--- src/rtl/fft_frame_scheduler.sv ---
// Shares one 16-point FFT core between requesters A and B: round-robin per frame,
// pulses the core reset, streams a frame in, waits for done and streams the tagged result out.
module fft_frame_scheduler #(
  parameter int DATA_WIDTH     = 16,
  parameter int SEQ_LENGTH     = 16,
  parameter int RST_CYCLES     = 2,
  parameter int TIMEOUT_CYCLES = 1024
) (
  input  logic                  clk,
  input  logic                  reset,
  input  logic                  req_a,
  input  logic                  req_b,
  input  logic                  s_valid_a,
  input  logic                  s_valid_b,
  input  logic [DATA_WIDTH-1:0] s_real_a,
  input  logic [DATA_WIDTH-1:0] s_img_a,
  input  logic [DATA_WIDTH-1:0] s_real_b,
  input  logic [DATA_WIDTH-1:0] s_img_b,
  output logic                  s_ready_a,
  output logic                  s_ready_b,
  output logic                  grant_a,
  output logic                  grant_b,
  output logic                  fft_reset_n,
  output logic                  fft_valid_in,
  output logic [DATA_WIDTH-1:0] fft_real_in,
  output logic [DATA_WIDTH-1:0] fft_img_in,
  input  logic [DATA_WIDTH-1:0] fft_real_out,
  input  logic [DATA_WIDTH-1:0] fft_img_out,
  input  logic                  fft_done,
  output logic                  m_valid,
  output logic [DATA_WIDTH-1:0] m_real,
  output logic [DATA_WIDTH-1:0] m_img,
  output logic                  m_id,
  output logic                  m_last,
  output logic                  busy,
  output logic                  timeout_err,
  output logic [2:0]            dbg_state
);

  // Sample handshake: a sample moves when s_valid_x && s_ready_x at a rising edge;
  // s_ready_x is high only for the granted side while loading, s_valid without ready is ignored.
  typedef enum logic [2:0] {
    S_IDLE      = 3'd0,
    S_FFT_RST   = 3'd1,
    S_LOAD      = 3'd2,
    S_WAIT_DONE = 3'd3,
    S_UNLOAD    = 3'd4
  } state_t;

  localparam int CW   = $clog2(SEQ_LENGTH) + 1;
  localparam int TMAX = (TIMEOUT_CYCLES > RST_CYCLES) ? TIMEOUT_CYCLES : RST_CYCLES;
  localparam int TW   = $clog2(TMAX) + 1;
  localparam logic [CW-1:0] C_LAST     = CW'(SEQ_LENGTH - 1);
  localparam logic [TW-1:0] T_RST_LAST = TW'(RST_CYCLES - 1);
  localparam logic [TW-1:0] T_TO_LAST  = TW'(TIMEOUT_CYCLES - 1);

  state_t                r_state;
  state_t                w_next;
  logic [CW-1:0]         r_cnt;
  logic [TW-1:0]         r_tcnt;
  logic                  r_last_b;
  logic                  r_grant_a;
  logic                  r_grant_b;
  logic                  r_fft_reset_n;
  logic                  r_fft_valid_in;
  logic [DATA_WIDTH-1:0] r_fft_real_in;
  logic [DATA_WIDTH-1:0] r_fft_img_in;
  logic                  r_m_valid;
  logic [DATA_WIDTH-1:0] r_m_real;
  logic [DATA_WIDTH-1:0] r_m_img;
  logic                  r_m_id;
  logic                  r_m_last;
  logic                  r_timeout_err;

  logic w_req_any;
  logic w_pick_b;
  logic w_s_valid;
  logic w_accept;
  logic w_rst_done;
  logic w_load_done;
  logic w_timeout;
  logic w_capture;
  logic w_unload_done;

  // On a tie the side opposite the previous winner is picked.
  assign w_req_any     = req_a | req_b;
  assign w_pick_b      = req_b & (~req_a | ~r_last_b);
  assign w_s_valid     = r_grant_b ? s_valid_b : s_valid_a;
  assign w_accept      = (r_state == S_LOAD) & w_s_valid;
  assign w_rst_done    = (r_state == S_FFT_RST) && (r_tcnt == T_RST_LAST);
  assign w_load_done   = w_accept && (r_cnt == C_LAST);
  assign w_timeout     = (r_state == S_WAIT_DONE) && !fft_done && (r_tcnt == T_TO_LAST);
  assign w_capture     = ((r_state == S_WAIT_DONE) && fft_done) || (r_state == S_UNLOAD);
  assign w_unload_done = (r_state == S_UNLOAD) && (r_cnt == C_LAST);

  always_ff @(posedge clk) begin
    if (reset) r_state <= S_IDLE;
    else       r_state <= w_next;
  end

  always_comb begin
    w_next = r_state;
    case (r_state)
      S_IDLE:      if (w_req_any)     w_next = S_FFT_RST;
      S_FFT_RST:   if (w_rst_done)    w_next = S_LOAD;
      S_LOAD:      if (w_load_done)   w_next = S_WAIT_DONE;
      S_WAIT_DONE: if (fft_done)      w_next = S_UNLOAD;
                   else if (w_timeout) w_next = S_IDLE;
      S_UNLOAD:    if (w_unload_done) w_next = S_IDLE;
      default:                        w_next = S_IDLE;
    endcase
  end

  always_comb begin
    s_ready_a = (r_state == S_LOAD) & r_grant_a;
    s_ready_b = (r_state == S_LOAD) & r_grant_b;
    busy      = (r_state != S_IDLE);
    dbg_state = r_state;
  end

  always_ff @(posedge clk) begin
    if (reset) begin
      r_cnt          <= '0;
      r_tcnt         <= '0;
      r_last_b       <= 1'b1;
      r_grant_a      <= 1'b0;
      r_grant_b      <= 1'b0;
      r_fft_reset_n  <= 1'b0;
      r_fft_valid_in <= 1'b0;
      r_fft_real_in  <= '0;
      r_fft_img_in   <= '0;
      r_m_valid      <= 1'b0;
      r_m_real       <= '0;
      r_m_img        <= '0;
      r_m_id         <= 1'b0;
      r_m_last       <= 1'b0;
      r_timeout_err  <= 1'b0;
    end else begin
      r_fft_reset_n  <= (w_next != S_FFT_RST);
      r_fft_valid_in <= w_accept;
      r_m_valid      <= w_capture;
      r_m_last       <= w_unload_done;
      r_timeout_err  <= w_timeout;

      if (w_accept) begin
        r_fft_real_in <= r_grant_b ? s_real_b : s_real_a;
        r_fft_img_in  <= r_grant_b ? s_img_b  : s_img_a;
      end

      if (w_capture) begin
        r_m_real <= fft_real_out;
        r_m_img  <= fft_img_out;
        r_m_id   <= r_grant_b;
      end

      // Grant is held from FFT_RST through the last capture or an abort.
      if ((r_state == S_IDLE) && w_req_any) begin
        r_grant_a <= ~w_pick_b;
        r_grant_b <= w_pick_b;
        r_last_b  <= w_pick_b;
      end else if (w_next == S_IDLE) begin
        r_grant_a <= 1'b0;
        r_grant_b <= 1'b0;
      end

      case (r_state)
        S_LOAD:      if (w_accept) r_cnt <= w_load_done ? '0 : r_cnt + CW'(1);
        S_WAIT_DONE: r_cnt <= fft_done ? CW'(1) : '0;
        S_UNLOAD:    r_cnt <= w_unload_done ? '0 : r_cnt + CW'(1);
        default:     r_cnt <= '0;
      endcase

      // r_tcnt times the core reset pulse and the done timeout.
      case (r_state)
        S_FFT_RST:   r_tcnt <= w_rst_done ? '0 : r_tcnt + TW'(1);
        S_WAIT_DONE: r_tcnt <= (w_next != S_WAIT_DONE) ? '0 : r_tcnt + TW'(1);
        default:     r_tcnt <= '0;
      endcase
    end
  end

  assign grant_a      = r_grant_a;
  assign grant_b      = r_grant_b;
  assign fft_reset_n  = r_fft_reset_n;
  assign fft_valid_in = r_fft_valid_in;
  assign fft_real_in  = r_fft_real_in;
  assign fft_img_in   = r_fft_img_in;
  assign m_valid      = r_m_valid;
  assign m_real       = r_m_real;
  assign m_img        = r_m_img;
  assign m_id         = r_m_id;
  assign m_last       = r_m_last;
  assign timeout_err  = r_timeout_err;

endmodule

--- config.mk ---
export PLATFORM = sky130hd
export DESIGN_NAME = fft_frame_scheduler
export DESIGN_NICKNAME = d
export VERILOG_FILES = /design/src/rtl/fft_frame_scheduler.sv
export SDC_FILE = /design/constraint.sdc
export NUM_CORES = 1
export LEC_CHECK = 0
export CORE_ASPECT_RATIO = 1.5
export CORE_UTILIZATION = 44
export DETAILED_ROUTE_END_ITERATION = 8
export PLACE_DENSITY = 0.83
export SLEW_MARGIN = 20
export SYNTH_ARGS = -nofsm -noshare
export SYNTH_HDL_FRONTEND = slang
export SYNTH_SLANG_ARGS = --single-unit
export TNS_END_PERCENT = 10
--- constraint.sdc ---
create_clock -name clk -period 3 [get_ports clk]
set_input_delay 0.6 -clock clk [delete_from_list [all_inputs] [get_ports clk]]
set_output_delay 0.6 -clock clk [all_outputs]
set_load 0.01 [all_outputs]
# Word level (Yosys, flattened, before mapping)
# Index checks and enable logic that the tools add are counted.
# word_totals
output_inout_bits	78
regBits	92
# classes
reduce_logical	13
muxes	21
add_sub_neg	2
bitwise	9
n_eq_ne	10
# ops
operator	count
2-to-1 mux 16 bit	2
2-to-1 mux 11 bit	2
case mux 11 bit (2 select lines)	1
2-to-1 mux 3 bit	6
2-to-1 mux 5 bit	3
case mux 3 bit (5 select lines)	1
case mux 5 bit (3 select lines)	1
adder 11 x 1 -> 11 bit (second input constant)	1
equality test 11 x 1 -> 1 bit (second input constant)	1
equality test 11 x 10 -> 1 bit (second input constant)	1
logical AND 1 bit	7
equality test 3 x 2 -> 1 bit (second input constant)	2
zero test 3 bit	2
adder 5 x 1 -> 5 bit (second input constant)	1
equality test 5 x 4 -> 1 bit (second input constant)	1
2-to-1 mux 1 bit	5
bitwise AND 1 bit	4
equality test 3 x 1 -> 1 bit (second input constant)	1
equality test 3 bit (second input constant)	1
inequality test 3 x 1 -> 1 bit (second input constant)	1
inequality test 3 x 2 -> 1 bit (second input constant)	1
NOT 1 bit	3
nonzero test 3 bit	1
inequality test 2 bit (second input constant)	1
4 further kinds	5

# Longest topological paths before layout
# logic_depth
ltp_word	9
ltp_mapped	7

# Least setup slack after synthesis
# Ideal clock, no wire load.
# synth_timing
path_type	reg-to-reg
start	register r_cnt[0]
end	register r_grant_b (netlist: grant_b)
path_stages_with_launch	8
arrival_time_ps	1810
required_time_ps	2926
path_slack_ps	1115
setup_time_ps	74
path_buffers	0
path_cell_list	dfxtp_1 > ha_1 > and3_1 > ha_1 > or4b_2 > o31ai_1 > a21oi_1 > o21ai_0
# synth_via
elab_chain_len	6
# synth_rtl
element	line	source
from (decl)	59	logic [CW-1:0] r_cnt;
from (signal assigned)	167	S_LOAD: if (w_accept) r_cnt <= w_load_done ? '0 : r_cnt + CW'(1);
from (signal assigned)	168	S_WAIT_DONE: r_cnt <= fft_done ? CW'(1) : '0;
from (signal assigned)	169	S_UNLOAD: r_cnt <= w_unload_done ? '0 : r_cnt + CW'(1);
equality test 5 x 4 -> 1 bit *	91, 94	
logical AND 1 bit (on tied branches)	94, 91	
2-to-1 mux 3 bit (on tied branches)	109, 106	
case mux 3 bit (5 select lines) *	103	case (r_state)
zero test 3 bit *	161	end else if (w_next == S_IDLE) begin
nonzero test 2 bit (no source line) *	-	
to (signal assigned)	159	r_grant_b <= w_pick_b;
to (decl)	63	logic r_grant_b;
# Mark *: on every way between the ends. The rest lies on a longest branch, timed or not.
# A chain may end at the register's enable or synchronous reset.

# Worst setup path after layout
# layout_timing
start	register r_state[1] (netlist: dbg_state[1])
end	output port s_ready_b
# layout_via
elab_chain_len	2
# layout_rtl
element	line	source
from (decl)	57	state_t r_state;
from (signal assigned)	98	else r_state <= w_next;
equality test 3 x 2 -> 1 bit	116	s_ready_b = (r_state == S_LOAD) & r_grant_b;
bitwise AND 1 bit	116	
to (decl)	20	output logic s_ready_b,
# Every way passes these cells.

==> flow_summary_export.csv <==
group,metric,value,unit
logic_synthesis,synthesis.nets,538,
worst_setup_path,cp-start-kind,"flip-flop",
logic_synthesis,syn_area_per_cell,8.78,µm²
worst_setup_path,critPathKind,"reg -> out",
worst_hold_path,hold_path.startpoint,"m_img[13]$_SDFFE_PP0P_",
timing,finalClockSkew,7.50,ps
worst_setup_path,reg2reg_from,"dbg_state[1]$_SDFF_PP0_",
clocking,cts_max_level,3,
clocking,cts_root_buffer,"clkbuf_16",
clocking,cts_tree,"yes",
timing,layout_min_cycle_time,2720,ps
timing,hold_viol_final,0,
worst_setup_path,cp_slowest_cell,"dfxtp_1",
timing,setup_ws,278,ps
routing,wl,10.7,mm
outcome,status,"finished clean",
timing,clock.fmax,367,MHz
power_and_ir_drop,p_leak,1.99,nW
clocking,cts_setup_buffers,0,
power_and_ir_drop,power,2.63,mW
timing,post-route-period-util,90.7,%
logic_synthesis,ys_ff_latch,92,
clocking,cts.sinks,92,
placed_design,gp_congestion,0.796,
clocking,cts_buffers,9,
die,start_util,45.3,%
clocking,clkLatencyLatePin,330,ps
logic_synthesis,yosysUniqueCellTypes,43,
worst_setup_path,path_cells,"nor3b_1 > and2_1 > clkdlybuf4s50_1",
placed_design,pre_cts_slack,591,ps
die,core,8360,µm²
final_layout,fill_cells,629,
final_layout,nNetsFinal,704,
logic_synthesis,synthFlopType,"dfxtp_1",
die,die_h,116,µm
logic_synthesis,yosys.area.top_type_share,48.6,%
routing,drt_iter0_markers,181,
logic_synthesis,synth_seq_area_share,48.6,%
worst_setup_path,cp-end-kind,"primary output",
timing,final_max_slew_viol_count,0,
final_layout,synthToLayoutAreaGrowth,56.1,%
final_layout,finalNonFillerCells,708,
global_route,grt_max_degree,78,
clocking,ctsResizeCount,0,
placed_design,dpl.hpwl,7.89,mm
logic_synthesis,synth_top_area_cell,"dfxtp_1",
global_route,grt_pass1_vias,3369,
final_layout,regArea,1840,µm²
logic_synthesis,yosysMostFrequentCell,"dfxtp_1",
logic_synthesis,synth-async-reset-ratio,0,%
clocking,cts_hold_buf,0,
worst_setup_path,max_stage_delay,560,ps
timing,worst_slew_pin_slew,822,ps
final_layout,multi_input_area,1800,µm²
logic_synthesis,synth_commonest_cells,"92 x dfxtp_1, 76 x nand2_1, 47 x nor2_1",
final_layout,drive_gt1_share,4.16,%
routing,remaining_drc_errors,0,
worst_setup_path,cp.arrival,2120,ps
global_route,antenna_found_initial,0,
final_layout,insertedDiodeCount,0,
worst_setup_path,cp.required,2400,ps
logic_synthesis,synthTopCellsByArea,"dfxtp_1 49%, mux2i_1 8.7%, nand2_1 7.5%",
worst_setup_path,crit_start,"dbg_state[1]$_SDFF_PP0_",
timing,finalSetupViolCount,0,
power_and_ir_drop,power_density,445,nW/µm²
timing,setup_tns,0,ps
routing,postRouteAntennaNets,0,
routing,vias,3692,
logic_synthesis,ys.warnings.count,0,
die,die_area,8990,µm²
logic_synthesis,synth_cells,431,
power_and_ir_drop,irDropWorstVdd,0.363,mV
timing,rsz0062_at_grt,"false",
die,die-width,77.7,µm
timing,relSlewSlack,45.2,%
worst_setup_path,critPathMaxFanout,13,
routing,vias_per_cell,5.21,
logic_synthesis,synth_area,3790,µm²
routing,wire_per_inst,15.1,µm
clocking,cts_buffer_depth,2,
die,ios,181,
die,rows,41,
placed_design,place.port_buffers,180,
run,drv_cap,0,
worst_hold_path,min_path_type,"reg -> reg",
global_route,track_usage,23.6,%
global_route,grt_pass1_wl,16.5,mm
logic_synthesis,synth_edf_count,0,
clocking,clk_pin_slew,60,ps
final_layout,final_util,70.7,%
placed_design,placed_cells,693,
routing,first_pass_iters,5,
global_route,grt-ovfl-total,0,
-- routing by layer --
metal  GRT usage (%)  vias up  wire (µm)
met2            40.6      148       5370
met1            26.6     1686       4250
li1                -     1833          -
met3            7.17       25        739
met5               0        -          0
met4            11.6        0        350
-- where the power goes --
| part | switching (mW) | internal [mW] | total [mW] |
|---|---|---|---|
| logic | 0.137 | 0.214 | 0.351 |
| registers | 0.0282 | 1.25 | 1.27 |
| clock network | 0.419 | 0.582 | 1.00 |
| total | 0.584 | 2.04 | 2.63 |
-- layout make-up --
| type | count | area share (%) |
|---|---|---|
| timing repair buffer | 186 | 31.4 |
| sequential | 92 | 31.2 |
| multi-input combinational | 304 | 30.5 |
| clock buffer | 14 | 4.30 |
| tap | 107 | 2.27 |
| inverter | 4 | 0.254 |
| clock inverter | 1 | 0.148 |
-- final timing paths --
kind	slack, ps	end	cells past startpoint
setup / recovery	280	s_ready_b	3
hold / removal	450	m_img[13]$_SDFFE_PP0P_	2
setup reg to reg	700	fft_real_in[3]$_SDFFE_PP0P_	5
hold reg to reg	450	m_img[13]$_SDFFE_PP0P_	2
-- flip-flops by register name, summed over array words and instances, names as in the netlist --
| signal | flops |
|---|---|
| fft_img_in | 16 |
| m_real | 16 |
| m_img | 16 |
| fft_valid_in | 1 |
| grant_a | 1 |
| fft_reset_n | 1 |
| m_id | 1 |
| grant_b | 1 |
| r_last_b | 1 |
| dbg_state | 3 |
| timeout_err | 1 |
| r_cnt | 5 |
| m_last | 1 |
| r_tcnt | 11 |
| fft_real_in | 16 |
| m_valid | 1 |
-- logic make-up (layout without fill, tap and decap cells) --
kind of cell	Yosys count	count (layout)	synth area share (%)
compound gates	88	88	14.6
xor+xnor	9	9	2.08
fa+ha+maj	4	4	1.32
buf+inv	35	205	4.10
flops	92	92	48.6
mux	33	33	8.72
simple gates	170	170	20.5
-- stage by stage --
| stage | hold slack [ps] | cell area [µm²] |
|---|---|---|
| 2_1_floorplan | 450 | 3790 |
| 3_3_place_gp | 437 | 5650 |
| 3_5_place_dp | 442 | 5650 |
| 4_1_cts | 451 | 5910 |
| 5_1_grt | 460 | 5910 |
| 6_report | 449 | 5910 |
-- worst max-delay path, delay by kind of cell, from the launching register on --
kind	cells	cell delay [ps]
DFF	1	560
and+or+nand+nor	2	710
buffers and inverters	1	530
-- cells in the final DEF (no fill, tap or decap), types with 3 or more instances in the layout --
| cell | instances |
|---|---|
| a211oi_1 | 32 |
| a21oi_1 | 40 |
| and2_1 | 4 |
| and3_1 | 4 |
| buf_4 | 5 |
| clkbuf_1 | 4 |
| clkbuf_16 | 9 |
| clkdlybuf4s50_1 | 179 |
| dfxtp_1 | 91 |
| ha_1 | 4 |
| inv_1 | 4 |
| mux2i_1 | 33 |
| nand2_1 | 76 |
| nand3_1 | 6 |
| nand4_1 | 5 |
| nor2_1 | 46 |
| nor2b_1 | 3 |
| nor3_1 | 3 |
| nor4_1 | 5 |
| o21ai_0 | 4 |
| xor2_1 | 7 |
Power figures use the tool's default switching activity.
